===== src/rtl/mips_pkg.sv =====
// rtl/mips_pkg.sv - shared fetch-state encoding and MIPS opcode/function constants.
package mips_pkg;

  typedef enum logic [1:0] {
    ST_IDLE  = 2'd0,
    ST_FETCH = 2'd1,
    ST_WAIT  = 2'd2,
    ST_ISSUE = 2'd3
  } fetch_state_e;

  localparam logic [5:0] OP_RTYPE = 6'h00;
  localparam logic [5:0] OP_J     = 6'h02;
  localparam logic [5:0] OP_JAL   = 6'h03;
  localparam logic [5:0] OP_BEQ   = 6'h04;
  localparam logic [5:0] OP_BNE   = 6'h05;
  localparam logic [5:0] FUNC_JR  = 6'h08;

  localparam logic [31:0] DEFAULT_RESET_PC = 32'h0000_0000;

endpackage


===== src/rtl/next_pc_sel.sv =====
// rtl/next_pc_sel.sv - next-PC mux: JR over Jump over PCSrc over sequential.
module next_pc_sel #(
  parameter int AW = 32
) (
  input  logic [AW-1:0] pc,
  input  logic [31:0]   instr,
  input  logic [31:0]   rs_data,
  input  logic          pc_src,
  input  logic          jump,
  input  logic          jr,
  output logic [AW-1:0] next_pc,
  output logic          misaligned
);

  logic [AW-1:0] pc_plus4;
  logic [AW-1:0] branch_tgt;
  logic [AW-1:0] jump_tgt;
  logic          unused_opcode_bits;

  assign pc_plus4   = pc + AW'(4);
  assign branch_tgt = pc_plus4 + {{(AW-18){instr[15]}}, instr[15:0], 2'b00};
  assign jump_tgt   = {pc_plus4[AW-1:28], instr[25:0], 2'b00};
  assign misaligned = |rs_data[1:0];
  assign unused_opcode_bits = ^instr[31:26];

  always_comb begin
    next_pc = pc_plus4;
    if (jr) begin
      next_pc = {rs_data[AW-1:2], 2'b00};
    end else if (jump) begin
      next_pc = jump_tgt;
    end else if (pc_src) begin
      next_pc = branch_tgt;
    end
  end

endmodule


===== src/rtl/fetch_issue_unit.sv =====
// rtl/fetch_issue_unit.sv - multicycle fetch front end: one instruction in flight,
// PC update on decoder acknowledge.
module fetch_issue_unit #(
  parameter int                 IMEM_AW  = 32,
  parameter logic [IMEM_AW-1:0] RESET_PC = mips_pkg::DEFAULT_RESET_PC
) (
  input  logic               clk,
  input  logic               rst_n,
  output logic               imem_req,
  output logic [IMEM_AW-1:0] imem_addr,
  input  logic               imem_ready,
  input  logic               imem_rvalid,
  input  logic [31:0]        imem_rdata,
  output logic               instr_valid,
  output logic [31:0]        Instr,
  output logic [5:0]         Opcode,
  output logic [5:0]         Func,
  output logic [IMEM_AW-1:0] PC,
  output logic [IMEM_AW-1:0] PCPlus4,
  input  logic               instr_ack,
  input  logic               PCSrc,
  input  logic               Jump,
  input  logic               JR,
  input  logic [31:0]        RsData,
  output logic               align_err,
  output logic [31:0]        retired
);
  import mips_pkg::*;

  fetch_state_e       state_q, state_d;
  logic [IMEM_AW-1:0] pc_q, pc_d;
  logic [31:0]        instr_q, instr_d;
  logic [31:0]        retired_q, retired_d;
  logic               imem_req_q, imem_req_d;
  logic               instr_valid_q, instr_valid_d;
  logic               align_err_q, align_err_d;
  logic [IMEM_AW-1:0] next_pc;
  logic               misaligned;

  next_pc_sel #(.AW(IMEM_AW)) u_next_pc_sel (
    .pc         (pc_q),
    .instr      (instr_q),
    .rs_data    (RsData),
    .pc_src     (PCSrc),
    .jump       (Jump),
    .jr         (JR),
    .next_pc    (next_pc),
    .misaligned (misaligned)
  );

  always_comb begin
    state_d     = state_q;
    pc_d        = pc_q;
    instr_d     = instr_q;
    retired_d   = retired_q;
    align_err_d = 1'b0;
    case (state_q)
      ST_IDLE:  state_d = ST_FETCH;
      ST_FETCH: if (imem_ready) state_d = ST_WAIT;
      // rvalid is only honoured here, so stale or early responses are dropped
      ST_WAIT: begin
        if (imem_rvalid) begin
          instr_d = imem_rdata;
          state_d = ST_ISSUE;
        end
      end
      ST_ISSUE: begin
        if (instr_ack) begin
          pc_d        = next_pc;
          retired_d   = retired_q + 32'd1;
          align_err_d = JR & misaligned;
          state_d     = ST_FETCH;
        end
      end
      default: state_d = ST_IDLE;
    endcase
    // outputs are registered, so they are derived from the state being entered
    imem_req_d    = (state_d == ST_FETCH);
    instr_valid_d = (state_d == ST_ISSUE);
  end

  always_ff @(posedge clk or negedge rst_n) begin
    if (!rst_n) begin
      state_q       <= ST_IDLE;
      pc_q          <= RESET_PC;
      instr_q       <= 32'h0;
      retired_q     <= 32'h0;
      imem_req_q    <= 1'b0;
      instr_valid_q <= 1'b0;
      align_err_q   <= 1'b0;
    end else begin
      state_q       <= state_d;
      pc_q          <= pc_d;
      instr_q       <= instr_d;
      retired_q     <= retired_d;
      imem_req_q    <= imem_req_d;
      instr_valid_q <= instr_valid_d;
      align_err_q   <= align_err_d;
    end
  end

  assign imem_req    = imem_req_q;
  assign imem_addr   = pc_q;
  assign instr_valid = instr_valid_q;
  assign Instr       = instr_q;
  assign Opcode      = instr_q[31:26];
  assign Func        = instr_q[5:0];
  assign PC          = pc_q;
  assign PCPlus4     = pc_q + IMEM_AW'(4);
  assign align_err   = align_err_q;
  assign retired     = retired_q;

endmodule


===== config.mk =====
export PLATFORM = sky130hd
export DESIGN_NAME = fetch_issue_unit
export DESIGN_NICKNAME = d
export VERILOG_FILES = /design/src/rtl/mips_pkg.sv /design/src/rtl/next_pc_sel.sv /design/src/rtl/fetch_issue_unit.sv
export SDC_FILE = /design/constraint.sdc
export NUM_CORES = 1
export LEC_CHECK = 0
export CAP_MARGIN = 20
export CELL_PAD_IN_SITES_DETAIL_PLACEMENT = 2
export CELL_PAD_IN_SITES_GLOBAL_PLACEMENT = 2
export CORE_MARGIN = 2
export CORE_UTILIZATION = 27
export CTS_BUF_LIST = sky130_fd_sc_hd__clkbuf_8
export DETAILED_ROUTE_END_ITERATION = 6
export GPL_TIMING_DRIVEN = 0
export PLACE_DENSITY_LB_ADDON = 0.3
export SYNTH_ARGS = -nofsm -noshare
export SYNTH_HDL_FRONTEND = slang
export SYNTH_SLANG_ARGS = --single-unit

===== constraint.sdc =====
create_clock -name clk -period 4.5 [get_ports clk]
set_clock_uncertainty 0.15 [all_clocks]
set_input_delay 1.35 -clock clk [delete_from_list [all_inputs] [get_ports clk]]
set_output_delay 1.35 -clock clk [all_outputs]
set_load 0.005 [all_outputs]

# --- After elaboration in Yosys (flattened, before gate mapping) ---
# Index checks and enable logic that the tools add are counted.
totals:
  inputBits: 72
  ff_bits: 101
  out_inout_bits: 175
  wordCells: 29
op_classes:
  addsub: 3
  reduce_logical: 4
  n_eq_ne: 5
  n_bitwise: 1
  n_mux: 9
op_table:
  columns: ["op", "n"]
  rows:
  - ["32-bit 2-to-1 mux", 3]
  - ["32-bit by 1-bit adder with 32-bit output, second input constant", 1]
  - ["32-bit by 3-bit adder with 32-bit output, second input constant", 1]
  - ["32-bit adder", 1]
  - ["2-bit case mux with 4 select lines", 1]
  - ["2-bit equality test, second input constant", 3]
  - ["2-bit 2-to-1 mux", 3]
  - ["2-bit by 1-bit equality test with 1-bit output, second input constant", 2]
  - ["2-bit AND reduction", 2]
  - ["2-bit logical NOT", 1]
  - ["1-bit 2-to-1 mux", 2]
  - ["2-bit OR reduction", 1]
  - ["1-bit bitwise AND", 1]

# --- Longest topological paths before layout ---
depth:
  word_depth: 5
  depth_mapped: 17

# --- Hierarchy ---
# A second synthesis with hierarchy kept.
hier_totals:
  hier_cells: 954
  area_unflattened_um2: 8016.4
by_module_without_submodules:
  columns: ["mod", "instances", "cells_each", "area_each_um2"]
  rows:
  - ["fetch_issue_unit", 1, 465, 4897.2]
  - ["next_pc_sel", 1, 489, 3119.2]

# --- Worst setup path after synthesis ---
# Ideal clock, no wire load.
synth_path:
  kind: "register to register"
  from: "register pc_q[7] (netlist: PC[7])"
  to: "register pc_q[30] (netlist: PC[30])"
  setup_slack_ns: 0.766
  setup_time_ns: 0.082
  t_required_ns: 4.268
  stages_incl_launch_ff: 15
  t_arrival_ns: 3.502
  path_buffers: 0
  path_cell_list: "dfrtp_1 -> nand4_2 -> or3_4 -> nor2_1 -> xor2_1 -> ha_1 -> a2111oi_2 -> o211ai_1 -> a21oi_1 -> nor2_1 -> a22o_1 -> a31oi_4 -> o221ai_2 -> mux2_1 -> a31oi_1"
synth_between:
  elab_chain_cells: 5
synth_lines:
  columns: ["item", "line_no", "source"]
  rows:
  - ["start, declared", "fetch_issue_unit.sv:31", "logic [IMEM_AW-1:0] pc_q, pc_d;"]
  - ["start signal, assigned", "fetch_issue_unit.sv:93", "pc_q <= pc_d;"]
  - ["32-bit by 3-bit adder with 32-bit output", null, null]
  - ["net PCPlus4[13]", "fetch_issue_unit.sv:19", "output logic [IMEM_AW-1:0] PCPlus4,"]
  - ["32-bit adder", "next_pc_sel.sv:21", "assign branch_tgt = pc_plus4 + {{(AW-18){instr[15]}}, instr[15:0], 2'b00};"]
  - ["32-bit 2-to-1 mux", "next_pc_sel.sv:32", "end else if (pc_src) begin"]
  - ["32-bit 2-to-1 mux", "next_pc_sel.sv:30", "end else if (jump) begin"]
  - ["32-bit 2-to-1 mux", "next_pc_sel.sv:28", "if (jr) begin"]
# The timed path passes the listed nets, and every way through them passes these cells.
# A chain may end at the register's enable or synchronous reset.

# --- Worst setup path in the final report ---
layout_path:
  from: "register pc_q[3] (netlist: PC[3])"
  to: "output port PCPlus4[27]"
layout_between:
  elab_chain_cells: 1
layout_lines:
  columns: ["item", "line_no", "source"]
  rows:
  - ["32-bit by 3-bit adder with 32-bit output", "fetch_issue_unit.sv:109", "assign PCPlus4 = pc_q + IMEM_AW'(4);"]
  - ["end, declared", "fetch_issue_unit.sv:19", null]
# No other way between the ends.

==> impl_metrics.ini <==
[finish]
fin_cells = 1412
area_delta_synth_final_pct = 46.31
drive_above_1_share = 0.1544
fin_nets = 1180
fin_util = 0.4032

[placement]
port_buffers = 238
placed_cells = 1377
post-place-ws_ps = -152.3
place.gp.congestion = 0.8324
dp_hpwl_um = 23980

[timing]
min_period_ps = 4387
setup_violations = 0
clock.fmax_ghz = 0.2280
rsz0062_at_grt = no
finalWorstSetupSlack_ps = 113.1
finalHoldViolations = 0
setup_tns_ps = 0
worstMarginPinSlew_ps = 968.3
period_share = 0.9749
max_slew_margin = 0.3545
slew_violations = 0

[global_route]
grt_pass1_wl_um = 48070
grt_pass1_vias = 8032
overflow = 0
antenna_found_initial = 4
grt_use_total = 0.2231
grt_max_degree = 65

[yosys]
synth_top_area_frac = 0.3450
yosysWarnings = 0
ys_top_cells_by_count = dfrtp_1 (99), nand2_1 (81), xnor2_1 (56), nor2_1 (53), o21ai_0 (52)
async_reset_ff_frac = 1.000
yosys_register_bits = 99
synth.avg_cell_area_sq_um = 8.998
muxShareOfSynthArea = 0.05890
syn_area_sq_mm = 0.007181
synth_top_family_by_area = compound AO/OA/AOI/OAI gates
yosys.area_share.xor_xnor = 0.09740
synth_cell_types = 64
synth-compound-area-share = 0.1810
netlist_instances = 798
ys_top_cells_by_area = dfrtp_1 (35%), xnor2_1 (6.8%), ha_1 (6.4%), mux2_2 (5.2%), buf_4 (5.1%)
synth_seq_area_share = 0.3450
synth_ff_type = dfrtp_1
yosysTopAreaCell = dfrtp_1
synth-edff-count = 0
synth-adder-area-share = 0.06726
synth_most_common_cell = dfrtp_1
synth-simple-area-share = 0.1722

[clock_network]
tritoncts = done
holdBufCountCts = 0
insertion_delay_ps = 400
h-tree-depth = 3
ctsLongestPathBuffers = 2
numCtsBuffers = 9
root_buffer = clkbuf_8
cts_sinks = 99
clk_pin_slew_ps = 130

[die]
core_sq_mm = 0.02606
start_util = 0.2756
die_height_um = 167.1
io_pins = 247
fp.dieW_um = 167.1
row_count = 59
die_area_sq_mm = 0.02792

[pwr]
cellPowerDensity_mw_per_mm2 = 724.7
power.total_uw = 7614
p_leak_uw = 0.004462
ir_drop_uv = 304.8

[detailed_routing]
drtIter0Drc = 307
wl_per_cell_um = 22.18
via_count = 7301
routed_wl_um = 31320
ant_nets = 0
drc_errors = 0
viasPerCell = 5.171
drt_pass1_iterations = 4

[setup_path]
end_kind = output pin
arrival_ps = 2890
worst_ep_required_time_ps = 3000
cp-start-kind = flip-flop
critPathMaxFanout = 6
worstSetupPathType = reg -> out

[status]
status = complete, no violations

[min_path]
hold_path_class = reg -> reg

[run]
maxCapViolCount = 0
-- area by class of cell --
type	count	area (sq um)
buffer	77	475.5
clock buffer	9	123.9
sequential	99	2492
timing repair buffer	256	2531
multi-input combinational	605	4285
fill	2887	15550
antenna	2	5.005
clock inverter	7	91.34
tap	335	419.2
inverter	22	82.58
-- cell families (layout without fill, tap and decap cells) --
group / after synthesis / in the layout
other: 1 / 8
DFF: 99 / 99
and+or+nand+nor: 249 / 249
xor gates and xnor gates: 79 / 79
adders and majority gates: 38 / 38
buffers and inverters: 99 / 371
AOI/OAI and AO/OA: 195 / 195
muxes: 38 / 38
-- critical path, stage by stage (launching register included) --
cell             delay, ps
dfrtp_2                440
nand2_1                130
or3_4                  440
nor3_4                 200
and3_1                 200
buf_4                  150
nand3_1                120
xnor2_2                250
clkdlybuf4s50_1        560
-- path summary, 6_finish.rpt --
path                                  start     endpoint  slack, ps  cells after the start
worst max-delay path                  PC[3]  PCPlus4[27]        110                      8
worst min-delay path            retired[31]  retired[31]        340                      1
worst max register to register        PC[3]       PC[25]        170                     16
worst min register to register  retired[31]  retired[31]        340                      1
max in group asynchronous             rst_n       PC[11]       2670                      2
min in group asynchronous             rst_n    Instr[31]        770                      1
-- placed cells by master (no fill, tap or decap), types with 4 or more instances in the layout --
master	n
o22ai_1	7
nor3_1	5
o21bai_1	9
xor2_1	20
clkinv_8	4
and4_1	8
nand4_1	15
nand3_1	33
inv_1	22
a31oi_1	7
a21o_1	6
buf_1	10
clkbuf_1	16
clkbuf_8	9
buf_4	67
xnor2_1	49
and3_1	29
conb_1	6
a221oi_1	5
dfrtp_1	87
o211ai_1	8
clkdlybuf4s50_1	234
a211oi_1	12
ha_1	36
a21oi_1	49
mux2_2	33
nor2_1	53
nand2_1	80
o21a_1	8
xnor2_2	7
dfrtp_2	12
and2_1	5
nor2b_1	4
o21ai_0	52
mux2i_1	4
-- metal layers --
metal / track usage / part of all wire / vias to the layer above
met2: 0.3949 / 0.50 / 181
met4: 0.06822 / 0.023 / 2
met5: 0 / 0.00045 / -
met1: 0.2729 / 0.42 / 3728
met3: 0.04373 / 0.050 / 42
li1: - / - / 3348
-- stage by stage --
stage               cell area (sq um)  hold WS [ps]
floorplan                        7199         318.2
global placement                10000         311.4
global route                    10500         383.1
finish                          10510         340.3
CTS                             10430         349.5
detailed placement              10030         332.0
-- power by group --
part           switching [uW]  internal, uW
sequential                540          1210
clock                     416           227
combinational            2510          2710
-- timing repair --
item | in CTS | in global routing
resized for setup | 23 | 13
setup endpoints to repair | 17 | 14
pin swaps | 6 | 6
setup buffers | 16 | 1
-- state kept, by name, summed over array words and instances, names as in the netlist --
| name | count |
|---|---|
| instr_valid | 1 |
| Instr | 32 |
| imem_req | 1 |
| align_err | 1 |
| PC | 30 |
| state_q | 2 |
| retired | 32 |
Note: power is estimated with default switching activity, not from simulation.
